<file path="config.mk">
export PLATFORM = sky130hd
export DESIGN_NAME = array_mul_sched
export DESIGN_NICKNAME = d
export VERILOG_FILES = /design/src/rtl/array_mul_sched.sv
export SDC_FILE = /design/constraint.sdc
export NUM_CORES = 1
export LEC_CHECK = 0
export CORE_ASPECT_RATIO = 0.7
export CORE_MARGIN = 2
export CORE_UTILIZATION = 39
export CTS_CLUSTER_DIAMETER = 60
export DETAILED_ROUTE_END_ITERATION = 10
export HOLD_SLACK_MARGIN = 0.1
export PLACE_DENSITY = 0.94
export SLEW_MARGIN = 20
export SYNTH_ARGS = -nofsm -noshare
export SYNTH_HDL_FRONTEND = slang
export SYNTH_SLANG_ARGS = --single-unit
</file>
<file path="constraint.sdc">
create_clock -name clk -period 3.1 [get_ports clk]
set_input_delay 0.62 -clock clk [delete_from_list [all_inputs] [get_ports clk]]
set_output_delay 0.62 -clock clk [all_outputs]
set_load 0.005 [all_outputs]
</file>
<file path="src/rtl/array_mul_sched.sv">
// array_mul_sched: two-requester round-robin scheduler for a
// registered N-bit array multiplier with a shared operand bus.
module array_mul_sched #(
  parameter int N     = 8,
  parameter int CNT_W = 16
) (
  input  logic             clk,
  input  logic             clr,
  input  logic [1:0]       req_valid,
  output logic [1:0]       req_ready,
  input  logic [2*N-1:0]   req_data,
  output logic [N-1:0]     mul_data,
  output logic             mul_load_a,
  output logic             mul_load_b,
  input  logic [2*N-1:0]   mul_product,
  output logic             res_valid,
  input  logic             res_ready,
  output logic [2*N-1:0]   res_product,
  output logic             res_id,
  output logic             busy,
  output logic [CNT_W-1:0] op_count
);

  typedef enum logic [2:0] {
    S_IDLE,
    S_LD_A,
    S_LD_B,
    S_WAIT,
    S_RES
  } state_t;

  state_t           r_state;
  logic             r_grant;
  logic             r_last;
  logic [CNT_W-1:0] r_cnt;

  logic             w_pick;
  logic             w_gvalid;
  logic [N-1:0]     w_gdata;
  logic             w_ld_a;
  logic             w_ld_b;
  logic             w_ld;
  logic             w_res;

  assign w_ld_a = (r_state == S_LD_A);
  assign w_ld_b = (r_state == S_LD_B);
  assign w_ld   = w_ld_a | w_ld_b;
  assign w_res  = (r_state == S_RES);

  // Round-robin pick: on a tie the requester that was not
  // served last wins; otherwise whichever one is asking.
  assign w_pick = (&req_valid) ? ~r_last : req_valid[1];

  assign w_gvalid = r_grant ? req_valid[1] : req_valid[0];
  assign w_gdata  = r_grant ? req_data[2*N-1:N]
                            : req_data[N-1:0];

  // Scheduler FSM: grant, two operand beats, one cycle for
  // the product register, then hold the result until taken.
  always_ff @(posedge clk or negedge clr) begin
    if (!clr) begin
      r_state <= S_IDLE;
      r_grant <= 1'b0;
      r_last  <= 1'b1;
      r_cnt   <= '0;
    end else begin
      unique case (r_state)
        S_IDLE: begin
          if (|req_valid) begin
            r_grant <= w_pick;
            r_state <= S_LD_A;
          end
        end
        S_LD_A: begin
          if (w_gvalid) r_state <= S_LD_B;
        end
        S_LD_B: begin
          if (w_gvalid) r_state <= S_WAIT;
        end
        S_WAIT: begin
          r_state <= S_RES;
        end
        S_RES: begin
          if (res_ready) begin
            r_last  <= r_grant;
            r_cnt   <= r_cnt + CNT_W'(1);
            r_state <= S_IDLE;
          end
        end
        default: r_state <= S_IDLE;
      endcase
    end
  end

  // Bus, handshake and result outputs decoded from state;
  // nothing here looks at res_ready.
  always_comb begin
    req_ready   = 2'b00;
    mul_data    = '0;
    mul_load_a  = 1'b0;
    mul_load_b  = 1'b0;
    res_valid   = 1'b0;
    res_product = '0;
    res_id      = 1'b0;
    if (w_ld) begin
      req_ready  = r_grant ? 2'b10 : 2'b01;
      mul_data   = w_gdata;
      mul_load_a = w_ld_a & w_gvalid;
      mul_load_b = w_ld_b & w_gvalid;
    end
    if (w_res) begin
      res_valid   = 1'b1;
      res_product = mul_product;
      res_id      = r_grant;
    end
  end

  assign busy     = (r_state != S_IDLE);
  assign op_count = r_cnt;

endmodule

</file>
==> impl_summary.log <==
[metrics] Horiz. Die Dim: 72.37 um
[metrics] cell leakage power: 0.0009071 uW
[metrics] most common flop cell mapped by yosys: sky130_fd_sc_hd__dfrtp_1
[metrics] tightest slew margin relative to the limit: 0.4052
[metrics] critical-path maximum fanout: 3
[metrics] chain of cells forming the critical path: clkdlybuf4s50_1 -> mux2i_1 -> nand2b_1 -> nor3_1 -> clkdlybuf4s50_1
[metrics] clock latency reported for the late side of the worst-skew pair: 0.26 ns
[metrics] Num Clock Sinks: 21
[metrics] highest clock frequency the design can meet: 361.1 MHz
[metrics] placement-stage worst setup slack: 0.3242 ns
[metrics] largest cells by area after synthesis: sky130_fd_sc_hd__dfrtp_1, sky130_fd_sc_hd__xnor2_1, sky130_fd_sc_hd__and2_1, sky130_fd_sc_hd__mux2i_1, sky130_fd_sc_hd__nor2_1
[metrics] syn nets: 168
[metrics] Worst path max stage delay: 0.54 ns
[metrics] Global Route Usage Sum: 0.1848
[metrics] core footprint: 0.003127 mm2
[metrics] Worst Setup Start Kind: primary input
[metrics] detailed-route wire length per cell: 12.93 um
[metrics] wire length reported by the detailed router: 3232 um
[metrics] kind of path behind the tightest hold check: reg2reg
[metrics] slew at the pin closest to its max-slew limit: 0.8895 ns
[metrics] post-cts gate resize count: 0
[metrics] worst-path cell with the longest stage delay: sky130_fd_sc_hd__clkdlybuf4s50_1
[metrics] CP required: 2.48 ns
[metrics] final hold viol count: 0
[metrics] DRC violation count after routing: 0
[metrics] cell with the most instances after synthesis: sky130_fd_sc_hd__dfrtp_1
[metrics] most frequent cell on the critical path: sky130_fd_sc_hd__clkdlybuf4s50_1
[metrics] Final Max Tran Viols: 0
[metrics] Core Util, Final: 0.6939
[metrics] Power per Cell Area: 589.2 mW/mm2
[metrics] fraction of power consumed by combinational cells: 0.526
[metrics] final instance area: 0.002170 mm2
[metrics] total number of vias: 1205
[metrics] number of enable flip-flop cells after synthesis: 0
[metrics] initial drt markers: 26
[metrics] share of total power in the clock network: 0.136
[metrics] clock tree root buffer cell: sky130_fd_sc_hd__clkbuf_8
[metrics] Async SR Flop Fraction: 1.000
[metrics] starting utilization of the core area: 0.4082
[metrics] Rows: 17
[metrics] share of power burned in registers: 0.339
[metrics] count of maximum capacitance violations: 0
[metrics] cell accounting for the most synthesized area: sky130_fd_sc_hd__dfrtp_1
[metrics] most used standard cells in the synthesized netlist: sky130_fd_sc_hd__dfrtp_1, sky130_fd_sc_hd__and2_1, sky130_fd_sc_hd__nor2_1
[metrics] GRT Residual Overflow: 0
[metrics] Internal Power: 850.0 uW
[metrics] TritonCTS clock tree: built
[metrics] type of element capturing the critical path: primary output
[metrics] post-route clock skew: 0.0007653 ns
[metrics] peak ir drop on the vdd network: 0.3602 mV
[metrics] register area share after synthesis: 0.4127
[metrics] post-synthesis register bit count: 21
[metrics] Post CTS Setup Buffer Count: 0
[metrics] Port Buffers: 83
[metrics] gate count of the mapped netlist: 130
[metrics] Post-DP HPWL: 2647 um
[metrics] switching part of the total power: 0.3351
[metrics] number of buffers between clock root and the deepest sink: 2
[metrics] ratio of cells with drive above 1 in the final layout: 0.06132
[metrics] startpoint-to-endpoint class of the critical path: in2out
[metrics] Max H-tree Level: 1
[metrics] Die ar.: 0.003753 mm2
[metrics] initial antenna violation count: 0
[metrics] final critical delay including setup and external delays: 2.769 ns
[metrics] clock transition time at the flip-flop clock pins of the worst setup and hold paths: 0.07 ns
[metrics] Period Utilization, post-route: 0.8934
[metrics] global-route wire length before repair: 5326 um
[metrics] run status: finished clean
[metrics] count of unique library cells instantiated by Yosys: 34
[metrics] top-level I/O count: 84
[metrics] diodes inserted: 0
[metrics] vias in the first global route: 1154
[metrics] CTS Hold Buffers Added: 0
[metrics] Placed Area: 0.002125 mm2
[metrics] weighted congestion reported at the end of routability-driven placement: 0.7529
[metrics] clock buffer count from CTS: 3
[metrics] Switching Power: 428.4 uW
[metrics] # nets final: 251
[metrics] fraction of post-synthesis cell area in the top cell type by area: 0.3922
[metrics] average cell area after synthesis: 9.817 um2
[metrics] warning count from the yosys run: 0
[metrics] number of nets with antenna violations after routing: 0
[metrics] P&R area growth vs syn: 70.00%
[metrics] arrival time worst endpoint: 2.15 ns
[metrics] final setup violation count: 0
[metrics] Post-Synthesis Cell Area: 0.001276 mm2
[metrics] setup repair after global routing missed its margin: no
[metrics] Die Y: 51.86 um
[metrics] ratio of routed vias to standard cells: 4.820
[metrics] iteration count of the initial detailed-routing pass: 4
[metrics] TNS Setup: 0 ns
[metrics] setup slack after layout: 0.3306 ns
[metrics] largest net degree at the start of global routing: 22
placed cells by master (no fill, tap or decap), drive strengths merged:
| cell | instances |
|---|---|
| dfstp | 1 |
| mux2i | 9 |
| nor4b | 1 |
| xnor2 | 13 |
| nand2 | 5 |
| clkdlybuf4s50 | 83 |
| mux2 | 3 |
| or3 | 1 |
| a21oi | 1 |
| o21ai | 2 |
| and2 | 17 |
| dfrtp | 20 |
| clkbuf | 4 |
| nand3 | 8 |
| or2 | 1 |
| or3b | 1 |
| nand2b | 3 |
| nor4bb | 1 |
| xor2 | 3 |
| nand4 | 5 |
| nor3 | 2 |
| nor4 | 2 |
| inv | 3 |
| buf | 2 |
| a31oi | 1 |
| nor2 | 15 |
| ha | 1 |
| and4 | 1 |
| nand3b | 1 |
| o211a | 1 |
| a2bb2oi | 1 |
final timing paths:
kind	from	end	slack, ns	cells past startpoint
setup / recovery	req_valid[1]	mul_load_a	0.33	5
hold / removal	op_count[15]$_DFFE_PN0P_	op_count[15]$_DFFE_PN0P_	0.48	1
setup reg to reg	r_state[1]$_DFFE_PN0P_	op_count[15]$_DFFE_PN0P_	1.31	5
hold reg to reg	op_count[15]$_DFFE_PN0P_	op_count[15]$_DFFE_PN0P_	0.48	1
max in group asynchronous	clr	op_count[6]$_DFFE_PN0P_	1.69	1
min in group asynchronous	clr	op_count[5]$_DFFE_PN0P_	0.86	1
cell families after synthesis:
family,synth area share
muxes,0.09706
xor gates and xnor gates,0.1098
and+or+nand+nor,0.2951
buffers and inverters,0.04411
DFF,0.4127
adders and majority gates,0.009802
AOI/OAI and AO/OA,0.03137
registers in the layout, summed over array words and instances, names as in the netlist:
name / cells
op_count: 16
r_grant: 1
r_last: 1
r_state: 3
power by group through the flow:
stage	sequential [uW]	combinational, uW	clock (uW)
6_report	433	672	174
4_1_cts	431	681	179
3_5_place_dp	436	679	0
3_3_place_gp	433	666	0
5_1_grt	446	731	189
2_1_floorplan	371	362	0
metal layers:
metal	share of wire	vias to the layer above	routed length, um	track usage
met5	0	-	0	0
met4	0.0071	0	23	0.04938
met3	0.11	4	356	0.06977
met2	0.45	54	1441	0.3180
met1	0.44	543	1411	0.2189
li1	-	604	-	-
final cells by class:
type                            instances  area [um2]
Clock buffer                            4       45.04
Fill cell                             262       957.2
Inverter                                3       11.26
Multi-Input combinational cell         99       693.2
Sequential cell                        21       526.8
Tap cell                               38       47.55
Timing Repair Buffer                   85       845.8
per-stage QoR:
| stage | std cells | hold slack (ns) | total power [uW] |
|---|---|---|---|
| 2_1_floorplan | 130 | 0.3244 | 732.4 |
| 3_3_place_gp | 246 | 0.4626 | 1099 |
| 3_5_place_dp | 246 | 0.4685 | 1115 |
| 4_1_cts | 250 | 0.4804 | 1291 |
| 5_1_grt | 250 | 0.4936 | 1366 |
| 6_report | 250 | 0.4780 | 1278 |
worst max-delay path, delay by kind of cell:
family | cells | cell delay, ns
simple gates | 2 | 0.39
buf+inv | 2 | 1.04
mux | 1 | 0.10
No activity file was read; power rests on OpenSTA's default activity.
